File: src/rtl/float16_pkg.sv
// Shared half-precision definitions for the float_arith divider/multiplier family.
// Zero and clamp constants are common to all operators in the group.
package float16_pkg;
  localparam int EXP_W = 5;
  localparam int MAN_W = 10;
  localparam int BIAS  = 15;

  localparam logic [14:0] FP16_MAX_MAG = 15'h7FFF;
  localparam logic [15:0] FP16_ZERO    = 16'h0000;

  typedef struct packed {
    logic             sgn;
    logic [EXP_W-1:0] exp;
    logic [MAN_W-1:0] man;
  } fp16_t;

  typedef enum logic [1:0] {IDLE, DIV, NORM, DONE} state_t;
endpackage

File: src/rtl/fp16_man_div.sv
// Radix-2 restoring divider for 11-bit normalised mantissas.
// Produces floor(dividend * 2^12 / divisor) over 13 iterations, then a one-cycle done pulse.
module fp16_man_div
  import float16_pkg::*;
(
  input  logic             clk,
  input  logic             reset_n,
  input  logic             start,
  input  logic [MAN_W:0]   dividend,
  input  logic [MAN_W:0]   divisor,
  output logic             done,
  output logic [MAN_W+2:0] quotient
);
  localparam logic [3:0] LAST_ITER = 4'(MAN_W + 2);

  logic [MAN_W+1:0] rem_reg;
  logic [MAN_W:0]   div_reg;
  logic [MAN_W+2:0] q_reg;
  logic [3:0]       cnt_reg;
  logic             busy_reg;
  logic             done_reg;
  logic [MAN_W+2:0] t;

  // One extra bit above the remainder acts as the sign of the trial subtraction.
  assign t = {1'b0, rem_reg} - {2'b00, div_reg};

  always_ff @(posedge clk) begin
    if (!reset_n) begin
      rem_reg  <= '0;
      div_reg  <= '0;
      q_reg    <= '0;
      cnt_reg  <= '0;
      busy_reg <= 1'b0;
      done_reg <= 1'b0;
    end else begin
      done_reg <= 1'b0;
      if (start) begin
        rem_reg  <= {1'b0, dividend};
        div_reg  <= divisor;
        q_reg    <= '0;
        cnt_reg  <= LAST_ITER;
        busy_reg <= 1'b1;
      end else if (busy_reg) begin
        q_reg   <= {q_reg[MAN_W+1:0], ~t[MAN_W+2]};
        rem_reg <= (t[MAN_W+2] ? rem_reg : t[MAN_W+1:0]) << 1;
        if (cnt_reg == 4'd0) begin
          busy_reg <= 1'b0;
          done_reg <= 1'b1;
        end else begin
          cnt_reg <= cnt_reg - 4'd1;
        end
      end
    end
  end

  assign done     = done_reg;
  assign quotient = q_reg;
endmodule

File: src/rtl/float_div_16.sv
// Sequential half-precision divider x = a / b with valid/ready on both sides.
// Fixed 15-cycle accept-to-result latency; special cases still run the full iteration.
module float_div_16
  import float16_pkg::*;
(
  input  logic        clk,
  input  logic        reset_n,
  input  logic        in_valid,
  output logic        in_ready,
  input  logic [15:0] data_1_i,
  input  logic [15:0] data_2_i,
  output logic        out_valid,
  input  logic        out_ready,
  output logic [15:0] data_div_o
);
  fp16_t a_in, b_in, result;
  assign a_in = data_1_i;
  assign b_in = data_2_i;

  state_t            state_reg, state_next;
  logic              sgn_reg, za_reg, zb_reg;
  logic signed [7:0] exp_reg, exp_norm, exp_fin;
  logic [15:0]       data_div_reg;
  logic              start, load_result, div_done, guard;
  logic [MAN_W+2:0]  quot;
  logic [MAN_W-1:0]  man_pre, man_fin;
  logic [MAN_W:0]    man_sum;

  fp16_man_div u_man_div (
    .clk      (clk),
    .reset_n  (reset_n),
    .start    (start),
    .dividend ({1'b1, a_in.man}),
    .divisor  ({1'b1, b_in.man}),
    .done     (div_done),
    .quotient (quot)
  );

  always_ff @(posedge clk) begin
    if (!reset_n) begin
      state_reg    <= IDLE;
      sgn_reg      <= 1'b0;
      za_reg       <= 1'b0;
      zb_reg       <= 1'b0;
      exp_reg      <= '0;
      data_div_reg <= FP16_ZERO;
    end else begin
      state_reg <= state_next;
      if (start) begin
        sgn_reg <= a_in.sgn ^ b_in.sgn;
        // Zero exponent covers both true zero and flushed denormals.
        za_reg  <= (a_in.exp == '0);
        zb_reg  <= (b_in.exp == '0);
        exp_reg <= 8'(a_in.exp) - 8'(b_in.exp) + 8'(BIAS);
      end
      if (load_result) data_div_reg <= result;
    end
  end

  always_comb begin
    state_next  = state_reg;
    start       = 1'b0;
    load_result = 1'b0;
    in_ready    = 1'b0;
    out_valid   = 1'b0;
    case (state_reg)
      IDLE: begin
        in_ready = 1'b1;
        if (in_valid) begin
          start      = 1'b1;
          state_next = DIV;
        end
      end
      DIV:  if (div_done) state_next = NORM;
      NORM: begin
        load_result = 1'b1;
        state_next  = DONE;
      end
      DONE: begin
        out_valid = 1'b1;
        if (out_ready) state_next = IDLE;
      end
      default: state_next = IDLE;
    endcase
  end

  // Normalise the quotient, round half-up on the guard bit, then apply zero/clamp rules.
  always_comb begin
    if (quot[MAN_W+2]) begin
      man_pre  = quot[MAN_W+1:2];
      guard    = quot[1];
      exp_norm = exp_reg;
    end else begin
      man_pre  = quot[MAN_W:1];
      guard    = quot[0];
      exp_norm = exp_reg - 8'sd1;
    end
    man_sum = {1'b0, man_pre} + {{MAN_W{1'b0}}, guard};
    if (man_sum[MAN_W]) begin
      man_fin = '0;
      exp_fin = exp_norm + 8'sd1;
    end else begin
      man_fin = man_sum[MAN_W-1:0];
      exp_fin = exp_norm;
    end

    result = FP16_ZERO;
    if (zb_reg)                result = {sgn_reg, FP16_MAX_MAG};
    else if (za_reg)           result = FP16_ZERO;
    else if (exp_fin <= 8'sd0) result = FP16_ZERO;
    else if (exp_fin > 8'sd31) result = {sgn_reg, FP16_MAX_MAG};
    else                       result = {sgn_reg, exp_fin[EXP_W-1:0], man_fin};
  end

  assign data_div_o = data_div_reg;
endmodule

File: config.mk
export PLATFORM = sky130hd
export DESIGN_NAME = float_div_16
export DESIGN_NICKNAME = d
export VERILOG_FILES = /design/src/rtl/float16_pkg.sv /design/src/rtl/fp16_man_div.sv /design/src/rtl/float_div_16.sv
export SDC_FILE = /design/constraint.sdc
export NUM_CORES = 1
export LEC_CHECK = 0
export ABC_AREA = 0
export BUFFER_PORTS_ARGS = -buffer_cell sky130_fd_sc_hd__buf_2
export CELL_PAD_IN_SITES_DETAIL_PLACEMENT = 0
export CELL_PAD_IN_SITES_GLOBAL_PLACEMENT = 1
export CORE_ASPECT_RATIO = 1.4
export CORE_MARGIN = 2
export CORE_UTILIZATION = 47
export CTS_CLUSTER_DIAMETER = 150
export DETAILED_ROUTE_END_ITERATION = 7
export PLACE_DENSITY_LB_ADDON = 0.1
export SYNTH_ARGS = -nofsm -noshare
export SYNTH_HDL_FRONTEND = slang
export SYNTH_SLANG_ARGS = --single-unit
File: constraint.sdc
create_clock -name clk -period 7.8 [get_ports clk]
set_clock_uncertainty 0.2 [all_clocks]
set_input_delay 1.17 -clock clk [delete_from_list [all_inputs] [get_ports clk]]
set_output_delay 1.17 -clock clk [all_outputs]
set_load 0.02 [all_outputs]
==> results of run 1 <==
==> layer usage <==
layer,up-vias,wire length [um],part of all wire (%),GRT usage [%]
met4,0,289,2.7,9.77
met3,19,339,3.2,4.33
met5,-,0,0,0
met1,1889,4410,41,23.5
li1,2117,-,-,-
met2,96,5600,53,40.6
==> power by group through the flow <==
stage | Clock, mW | Combinational [mW] | Sequential, mW
after floorplan | 0 | 0.702 | 0.487
after global placement | 0 | 0.865 | 0.497
after detailed placement | 0 | 0.876 | 0.499
after CTS | 0.435 | 0.881 | 0.492
after global routing | 0.451 | 0.997 | 0.503
final | 0.425 | 0.878 | 0.493
==> path summary, 6_finish.rpt <==
| path | startpoint | endpoint | slack [ps] | cells past startpoint |
|---|---|---|---|---|
| hold / removal | data_div_o[11]$_SDFFE_PN0P_ | data_div_o[11]$_SDFFE_PN0P_ | 240 | 2 |
| setup reg to reg | u_man_div.quotient[12]$_SDFFE_PP0P_ | data_div_o[12]$_SDFFE_PN0P_ | 3850 | 12 |
| setup / recovery | u_man_div.quotient[12]$_SDFFE_PP0P_ | data_div_o[12]$_SDFFE_PN0P_ | 3850 | 12 |
| hold reg to reg | data_div_o[11]$_SDFFE_PN0P_ | data_div_o[11]$_SDFFE_PN0P_ | 240 | 2 |
==> worst max-delay path: stages, from the launching register on <==
cell and delay [ps]:
sky130_fd_sc_hd__dfxtp_1 330, sky130_fd_sc_hd__buf_4 230, sky130_fd_sc_hd__nand2b_1 210, sky130_fd_sc_hd__nand2_1 70, sky130_fd_sc_hd__ha_1 180, sky130_fd_sc_hd__nand2_1 110
sky130_fd_sc_hd__a2111oi_4 620, sky130_fd_sc_hd__nand2_1 480, sky130_fd_sc_hd__or3_1 430, sky130_fd_sc_hd__a31oi_1 170, sky130_fd_sc_hd__nand4_1 150, sky130_fd_sc_hd__o21ai_2 470
sky130_fd_sc_hd__o21ai_0 160
==> final cells by class <==
cell class                      instances  area [um2]  area share, %
Clock buffer                           11         253           4.95
Clock inverter                          5        57.6           1.13
Inverter                               38         143           2.79
Multi-Input combinational cell        442        2820           55.2
Sequential cell                        70        1400           27.5
Tap cell                              110         138           2.70
Timing Repair Buffer                   57         295           5.78
==> cells in the mapped netlist, types with 7 or more instances <==
cell,count,area (um2)
sky130_fd_sc_hd__nand4_1,8,50.1
sky130_fd_sc_hd__o21ai_1,13,65.1
sky130_fd_sc_hd__mux2i_1,19,190
sky130_fd_sc_hd__and3_1,7,43.8
sky130_fd_sc_hd__nor2b_1,9,56.3
sky130_fd_sc_hd__nor2_1,59,221
sky130_fd_sc_hd__nand3_1,15,75.1
sky130_fd_sc_hd__inv_1,38,143
sky130_fd_sc_hd__a31oi_1,10,62.6
sky130_fd_sc_hd__xor2_1,8,70.1
sky130_fd_sc_hd__o21ai_0,21,105
sky130_fd_sc_hd__xnor2_1,16,140
sky130_fd_sc_hd__nand2_1,78,293
sky130_fd_sc_hd__nor3_1,10,50.1
sky130_fd_sc_hd__a211oi_1,13,97.6
sky130_fd_sc_hd__clkbuf_1,25,93.8
sky130_fd_sc_hd__a21oi_1,46,230
sky130_fd_sc_hd__ha_1,27,338
sky130_fd_sc_hd__dfxtp_1,70,1400
==> cell families (layout without fill, tap and decap cells) <==
group	after synthesis	after routing	synth area share (%)
xor gates and xnor gates	24	24	4.64
adders and majority gates	29	29	8.35
AOI/OAI and AO/OA	149	149	21.4
muxes	24	24	5.44
and+or+nand+nor	216	216	22.4
DFF	70	70	31.0
buffers and inverters	75	111	6.80
==> results.md, run 1 <==
## Status
- finished, final reports clean — result of the run

## Die
- 9410 um2 — core area
- 86.9 um — Die Width
- 10400 um2 — Die Area
- 42 — number of rows created at floorplan
- 48.1% — initial core utilization
- 120 um — height of the die
- 54 — I/O Pins

## Global route
- 35 — largest net degree at the start of global routing
- 18.3 mm — global-route wire length before repair
- 22.0% — total global routing track utilization
- 0 — number of antenna violations at the first check in global routing
- 4064 — number of global-route vias before repair
- 0 — overflow left after global routing

## Setup path
- 3950 ps — CP arrival
- reg -> reg — critical setup path kind
- 31 — Max Fanout on Critical Path
- flop — CP Capture Type
- flop — type of element launching the critical path
- 7810 ps — worst path required time

## Final layout
- 683 — number of nets in the finished design
- 5100 um2 — Non-Filler Cell Area, Final
- sky130_fd_sc_hd__nand2_1 — leading cell type in the layout, fill and taps excluded
- 12.8% — area growth from synthesis to final layout
- 78 x sky130_fd_sc_hd__nand2_1, 70 x sky130_fd_sc_hd__dfxtp_1, 59 x sky130_fd_sc_hd__nor2_1 — commonest cells after routing, fill and taps aside
- 16 — flip-flop count of the largest register, all copies and words added
- 733 — number of cells in the finished layout apart from fillers
- 14.0% — ratio of cells with drive above 1 in the final layout
- 915 — Filler Cells Inserted
- 0 — antenna cells
- 54.3% — Final Util

## Drt
- 5.62 — Vias/cell
- 4121 — via count
- 10.6 mm — DRT Wirelength
- 14.5 um — Routed WL per cell
- 4 — First-pass DRT Iterations
- 0 — remaining routing DRC violations
- 143 — drt first-iter violations
- 0 — antenna violation net count after detailed routing

## Logic synthesis
- 7.71 um2 — post-synthesis area per instance
- 652 — total nets after synthesis
- 59 — number of different library cells in the post-synthesis netlist
- 70 — Seq cells post-synth
- 0 — number of flops mapped to enable cells by yosys
- sky130_fd_sc_hd__dfxtp_1 — Primary FF master, synth
- 4530 um2 — netlist area before placement
- 0% — share of synthesized registers carrying an async set or reset
- 587 — synthesized netlist cell count
- 0 — yosys synthesis warning count
- 31.0% — portion of the post-synthesis area used by sequential elements

## STA
- 0 — final hold violation count
- 253 MHz — Max Clock Freq
- 0 — Max Slew Vio Count
- 238 ps — worst hold slack across all endpoints
- 50.6% — Final period util
- 0 ps — total negative setup slack
- 30.8% — Slew headroom
- 3950 ps — final critical-path required period
- 0 — total setup violations reported at the end of the flow
- 1040 ps — transition time of the tightest slew-check pin
- no — unrepaired setup endpoints after global routing
- 3850 ps — smallest setup slack after layout

## CTS
- 0 — number of buffers added to fix hold violations after cts
- 2 — CTS Buffer Depth
- 0 — buffers inserted by post-CTS timing repair
- 3 — maximum level of the CTS H-tree
- 60 ps — clock slew at reported path FFs
- sky130_fd_sc_hd__clkbuf_16 — clock root buffer
- done — CTS tree
- 9 — total CTS buffers
- 350 ps — Worst-Skew Late Latency
- 0 — cells resized by post-CTS repair
- 70 — Num Clock Sinks

## Job
- 0 — max cap viols

## Placed design
- 7.75 mm — total half-perimeter wirelength after legalization and detailed placement
- 0.865 — placer congestion estimate
- 717 — placed cell count
- 3830 ps — DP Worst Slack
- 4790 um2 — cell area reported after detailed placement
- 53 — count of input and output buffers

## Min path
- reg -> reg — class of the tightest hold or removal check

## Power and ir drop
- 753 uW — net switching power
- 48.9% — Combinational Power Share
- 352 nW/um2 — areal power density over the cells
- 1.80 mW — total chip power
- 2.09 nW — leakage power
- 23.7% — Clk network pwr share
- 27.4% — sequential group share of total power
- 1.04 mW — internal power consumption
- 41.9% — switching share of total power
- 192 uV — Max rail drop VDD

Power figures use the tool's default switching activity.
==> run 2: changes to the inputs <==
CORE_UTILIZATION = 43   (was 47)
clock period = 3.9 ns   (was 7.8 ns; I/O delays follow)
==> results.md, run 2 (same netlist as run 1, synthesis figures left out) <==
## Status
- finished, final reports clean — result of the run

## Drt
- 0 — remaining routing DRC violations, unchanged
- 107 — drt first-iter violations, -25%
- 14.2 um — Routed WL per cell, -2.2%
- 4 — First-pass DRT Iterations, unchanged
- 10.9 mm — DRT Wirelength, +2.4%
- 0 — antenna violation net count after detailed routing, unchanged
- 5.41 — Vias/cell, -3.8%
- 4155 — via count, +0.83%

## Setup path
- reg -> reg — critical setup path kind
- 3520 ps — CP arrival, -430 ps
- 12 — cell count of the worst reg-to-reg path, unchanged
- 15 — Max Fanout on Critical Path, -52%
- 3910 ps — worst path required time, -3900 ps
- flop — type of element launching the critical path
- flop — CP Capture Type

## Power and ir drop
- 48.3% — Combinational Power Share, -0.6 points
- 2.13 mW — internal power consumption, +100%
- 1.54 mW — net switching power, +100%
- 26.8% — sequential group share of total power, -0.6 points
- 42.0% — switching share of total power, +0.061 points
- 373 uV — Max rail drop VDD, +95%
- 24.9% — Clk network pwr share, +1.2 points
- 2.14 nW — leakage power, +2.4%
- 704 nW/um2 — areal power density over the cells, +100%
- 3.68 mW — total chip power, +100%

## Final layout
- sky130_fd_sc_hd__nand2_1 — leading cell type in the layout, fill and taps excluded
- 15.3% — area growth from synthesis to final layout
- 1400 um2 — sequential cell area in the final layout, unchanged
- 690 — number of nets in the finished design, +1.0%
- 16 — flip-flop count of the largest register, all copies and words added, unchanged
- 0 — antenna cells, unchanged
- 5220 um2 — Non-Filler Cell Area, Final, +2.2%
- 15.1% — ratio of cells with drive above 1 in the final layout, +1.1 points
- 1061 — Filler Cells Inserted, +16%
- 2830 um2 — footprint of the multi-input gates, +0.31%
- 78 x sky130_fd_sc_hd__nand2_1, 70 x sky130_fd_sc_hd__dfxtp_1, 59 x sky130_fd_sc_hd__nor2_1 — commonest cells after routing, fill and taps aside

## Global route
- 0 — overflow left after global routing, unchanged
- 27 — largest net degree at the start of global routing, -23%
- 19.9% — total global routing track utilization, -2.1 points
- 3986 — number of global-route vias before repair, -1.9%
- 18.3 mm — global-route wire length before repair, about the same
- 0 — number of antenna violations at the first check in global routing, unchanged

## STA
- no — unrepaired setup endpoints after global routing
- 3520 ps — final critical-path required period, -428 ps
- 284 MHz — Max Clock Freq, +12%
- 0 — Max Slew Vio Count, unchanged
- 47.1% — Slew headroom, +16 points
- 0 — final hold violation count, unchanged
- 381 ps — smallest setup slack after layout, -3470 ps
- 90.2% — Final period util, +40 points
- 793 ps — transition time of the tightest slew-check pin, -244 ps
- 0 ps — total negative setup slack, unchanged
- 232 ps — worst hold slack across all endpoints, -5.90 ps
- 0 — total setup violations reported at the end of the flow, unchanged

## CTS
- 2 — CTS Buffer Depth, unchanged
- sky130_fd_sc_hd__clkbuf_16 — clock root buffer
- 3 — maximum level of the CTS H-tree, unchanged
- done — CTS tree
- 9 — total CTS buffers, unchanged
- 60 ps — clock slew at reported path FFs, about the same
- 70 — Num Clock Sinks, unchanged
- 340 ps — Worst-Skew Late Latency, about the same

## Die
- 44.0% — initial core utilization, -4.2 points
- 90.7 um — Die Width, +4.3%
- 44 — number of rows created at floorplan, +4.8%
- 11400 um2 — Die Area, +8.9%
- 125 um — height of the die, +4.4%
- 10300 um2 — core area, +9.4%
- 54 — I/O Pins, unchanged

## Placed design
- 53 — count of input and output buffers, unchanged
- 8.24 mm — total half-perimeter wirelength after legalization and detailed placement, +6.4%
- 88.4 ps — DP Worst Slack, -3740 ps
- 4870 um2 — cell area reported after detailed placement, +1.5%
- 0.818 — placer congestion estimate, -5.4%

## Job
- 0 — max cap viols, unchanged

## Min path
- 2 — Hold Path Cell Cnt, unchanged
- reg -> reg — class of the tightest hold or removal check

[run 2: cell count changes in the layout (fill, tap and decap cells not counted)]
cell                         before  now
sky130_fd_sc_hd__buf_4            4   11
sky130_fd_sc_hd__bufinv_16        1    2
sky130_fd_sc_hd__a211o_1          2    1
sky130_fd_sc_hd__clkbuf_8         2    0
sky130_fd_sc_hd__o21ai_2          1    0
sky130_fd_sc_hd__clkinv_2         1    0
sky130_fd_sc_hd__inv_6            0    4
sky130_fd_sc_hd__a211o_2          0    1
sky130_fd_sc_hd__clkinvlp_4       3    1
sky130_fd_sc_hd__o21ai_4          0    1
[run 2: cell type report]
cell class / instances / area share [%]
inverter: 38 / 2.73
timing repair buffer: 64 / 6.67
tap: 138 / 3.31
clock buffer: 9 / 4.32
clock inverter: 7 / 1.97
multi-input combinational: 442 / 54.2
sequential: 70 / 26.9
[run 2: final timing paths]
path / start / endpoint / slack, ps
setup reg to reg: u_man_div.quotient[12]$_SDFFE_PP0P_ / data_div_o[12]$_SDFFE_PN0P_ / 380
hold reg to reg: data_div_o[15]$_SDFFE_PN0P_ / data_div_o[15]$_SDFFE_PN0P_ / 230
setup / recovery: u_man_div.quotient[12]$_SDFFE_PP0P_ / data_div_o[12]$_SDFFE_PN0P_ / 380
hold / removal: data_div_o[15]$_SDFFE_PN0P_ / data_div_o[15]$_SDFFE_PN0P_ / 230
[run 2: timing repair]
action | 4_1_cts | 5_1_grt
endpoints found under the setup margin | 0 | 15
resized for setup | 0 | 2
setup buffers | 0 | 2
hold buffers | 0 | 0
[run 2: through the flow]
stage | cells | util [%]
after floorplan | 587 | -
after global placement | 750 | 47.3
after detailed placement | 750 | 47.3
after CTS | 766 | 50.5
after global routing | 768 | 50.7
final | 768 | 50.7
[run 2: layer usage]
metal	GRT usage, %	up-vias	routed length [um]
li1	-	2122	-
met1	20.9	1941	4400
met2	39.2	79	5980
met3	3.07	13	332
met4	7.15	0	187
met5	0	-	0
[run 2: worst max-delay path, cell delays in order (launching register included)]
cell and delay, ps:
sky130_fd_sc_hd__dfxtp_1 500, sky130_fd_sc_hd__mux2_2 220, sky130_fd_sc_hd__ha_1 220, sky130_fd_sc_hd__ha_1 210, sky130_fd_sc_hd__nand2_1 110, sky130_fd_sc_hd__a2111oi_4 390, sky130_fd_sc_hd__buf_4 220, sky130_fd_sc_hd__and3_1 320
sky130_fd_sc_hd__nand4_1 120, sky130_fd_sc_hd__o211ai_1 200, sky130_fd_sc_hd__o211ai_2 160, sky130_fd_sc_hd__o21ai_4 360, sky130_fd_sc_hd__o21ai_0 150
[run 2: power groups by stage]
stage | clock network [mW] | logic, mW | registers, mW
after floorplan | 0 | 1.40 | 0.974
after global placement | 0 | 1.76 | 0.996
after detailed placement | 0 | 1.78 | 1.00
after CTS | 0.941 | 1.79 | 0.986
after global routing | 0.967 | 2.01 | 1.01
final | 0.914 | 1.78 | 0.985
==> run 3: changes to the inputs <==
BUFFER_PORTS_ARGS = not set   (was -buffer_cell sky130_fd_sc_hd__buf_2)
CORE_UTILIZATION = 47   (was 43)
DONT_BUFFER_PORTS = 1   (was not set)
==> results.md, run 3 (same netlist as run 1, synthesis figures left out) <==
## Global route
- 3632 — number of global-route vias before repair, -8.9%
- 31 — largest net degree at the start of global routing, +15%
- 20.5% — total global routing track utilization, +0.58 points
- 0 — number of antenna violations at the first check in global routing, unchanged
- 0 — overflow left after global routing, unchanged
- 16.8 mm — global-route wire length before repair, -8.0%

## Setup path
- 15 — Max Fanout on Critical Path, unchanged
- flop — type of element launching the critical path
- compound AO/OA/AOI/OAI gates — Largest delay share family, worst path
- 1 — worst path buffer plus inverter count, unchanged
- 3920 ps — worst path required time, about the same
- flop — CP Capture Type
- reg -> reg — critical setup path kind
- 3540 ps — CP arrival, +20 ps
- 540 ps — delay contributed by the slowest stage of the critical path, +40 ps
- sky130_fd_sc_hd__ha_1 — cell occurring most often along the worst timing path
- sky130_fd_sc_hd__dfxtp_1 — cell at the slowest stage of the critical path
- inv_1, ha_1, nor2b_1, nor2_1, ha_1, nand4_1, a21oi_1, nand3_1, a211oi_1, nor4_1, a211o_1, a31oi_1, o21ai_1 — CP cell instances

## Placed design
- 271 ps — DP Worst Slack, +183 ps
- 7.64 mm — total half-perimeter wirelength after legalization and detailed placement, -7.3%
- 0 — count of input and output buffers, -100%
- 0.853 — placer congestion estimate, +4.2%

## STA
- 3520 ps — final critical-path required period, -0.368 ps
- 284 MHz — Max Clock Freq, about the same
- 0 ps — total negative setup slack, unchanged
- 178 ps — worst hold slack across all endpoints, -54.0 ps
- 0 — final hold violation count, unchanged
- no — unrepaired setup endpoints after global routing
- 969 ps — transition time of the tightest slew-check pin, +176 ps
- 0 — Max Slew Vio Count, unchanged
- 90.2% — Final period util, about the same
- 0 — total setup violations reported at the end of the flow, unchanged
- 35.2% — Slew headroom, -12 points
- 382 ps — smallest setup slack after layout, +0.368 ps

## Drt
- 5 — First-pass DRT Iterations, +1
- 5.79 — Vias/cell, +6.9%
- 0 — antenna violation net count after detailed routing, unchanged
- 10.2 mm — DRT Wirelength, -6.4%
- 15.0 um — Routed WL per cell, +5.4%
- 0 — remaining routing DRC violations, unchanged
- 3946 — via count, -5.0%
- 207 — drt first-iter violations, +93%

## CTS
- sky130_fd_sc_hd__clkbuf_16 — clock root buffer
- 70 — Num Clock Sinks, unchanged
- 60 ps — clock slew at reported path FFs, about the same
- 0 — cells resized by post-CTS repair, unchanged
- done — CTS tree
- 340 ps — Worst-Skew Late Latency, about the same
- 0 — buffers inserted by post-CTS timing repair, unchanged
- 3 — maximum level of the CTS H-tree, unchanged
- 9 — total CTS buffers, unchanged
- 0 — number of buffers added to fix hold violations after cts, unchanged
- 2 — CTS Buffer Depth, unchanged

## Final layout
- 0 — antenna cells, unchanged
- 633 — number of nets in the finished design, -8.3%
- 78 x sky130_fd_sc_hd__nand2_1, 70 x sky130_fd_sc_hd__dfxtp_1, 59 x sky130_fd_sc_hd__nor2_1 — commonest cells after routing, fill and taps aside
- 16 — flip-flop count of the largest register, all copies and words added, unchanged
- 51.9% — Final Util, +1.2 points
- 6.29% — ratio of cells with drive above 1 in the final layout, -8.8 points
- sky130_fd_sc_hd__nand2_1 — leading cell type in the layout, fill and taps excluded
- 7.85% — area growth from synthesis to final layout

## Die
- 48.1% — initial core utilization, +4.2 points
- 54 — I/O Pins, unchanged
- 9410 um2 — core area, -8.6%
- 42 — number of rows created at floorplan, -4.5%
- 86.9 um — Die Width, -4.2%
- 10400 um2 — Die Area, -8.2%
- 120 um — height of the die, -4.2%

## Power and ir drop
- 25.0% — Clk network pwr share, about the same
- 1.88 nW — leakage power, -12%
- 395 uV — Max rail drop VDD, +6.1%
- 40.9% — switching share of total power, -1.1 points
- 3.58 mW — total chip power, -2.7%
- 2.11 mW — internal power consumption, -0.86%
- 46.4% — Combinational Power Share, -1.9 points
- 1.46 mW — net switching power, -5.2%
- 28.6% — sequential group share of total power, +1.8 points
- 732 nW/um2 — areal power density over the cells, +4.0%

## Min path
- in -> reg — class of the tightest hold or removal check

## Status
- finished, final reports clean — result of the run

## Job
- 0 — max cap viols, unchanged

[run 3: cell count changes in the layout (fill, tap and decap cells not counted)]
cell,change
sky130_fd_sc_hd__a211o_2,-1
sky130_fd_sc_hd__clkinv_2,+2
sky130_fd_sc_hd__buf_2,-53
sky130_fd_sc_hd__inv_6,-4
sky130_fd_sc_hd__clkbuf_8,+2
sky130_fd_sc_hd__a211o_1,+1
sky130_fd_sc_hd__clkinvlp_4,-1
sky130_fd_sc_hd__buf_4,-4
[run 3: path summary, 6_finish.rpt]
path / from / endpoint / slack, ps / cells after the start
worst max-delay path: exp_reg[0]$_SDFFE_PN0P_ / data_div_o[8]$_SDFFE_PN0P_ / 380 / 13
worst min register to register: u_man_div.div_reg[4]$_SDFFE_PN0P_ / u_man_div.div_reg[4]$_SDFFE_PN0P_ / 250 / 2
worst min-delay path: data_2_i[7] / u_man_div.div_reg[7]$_SDFFE_PN0P_ / 180 / 2
worst max register to register: exp_reg[0]$_SDFFE_PN0P_ / data_div_o[8]$_SDFFE_PN0P_ / 380 / 13
[run 3: worst reg2reg max path: cells and delay by family (launching register included)]
kind,cells,cell delay (ps)
DFF,1,540
buffers and inverters,1,90
and+or+nand+nor,5,680
adders and majority gates,2,520
AOI/OAI and AO/OA,5,1360
[run 3: metal layers]
metal | up-vias | track usage [%] | wire, um
li1 | 2021 | - | -
met1 | 1821 | 23.8 | 4370
met2 | 91 | 36.6 | 5300
met3 | 13 | 4.61 | 384
met4 | 0 | 6.05 | 144
met5 | - | 0 | 0
[run 3: final cells by class]
class                   count  area [um2]
fillers                   943        4520
clock buffers              11         253
clock inverters             4        70.1
repair buffers              7        52.6
inverters                  38         143
flip-flops and latches     70        1400
well taps                 110         138
multi-input cells         442        2830
[run 3: per-stage QoR]
| step | instance area (um2) | std cells |
|---|---|---|
| after floorplan | 4530 | 587 |
| after global placement | 4550 | 667 |
| after detailed placement | 4550 | 667 |
| after CTS | 4870 | 682 |
| after global routing | 4880 | 682 |
| final | 4880 | 682 |
[run 3: power by group through the flow]
stage	Combinational, mW	Clock (mW)	Sequential, mW
CTS	1.67	0.922	1.02
floorplan	1.40	0	0.974
finish	1.66	0.895	1.02
global placement	1.65	0	1.03
detailed placement	1.66	0	1.04
global route	1.89	0.955	1.04
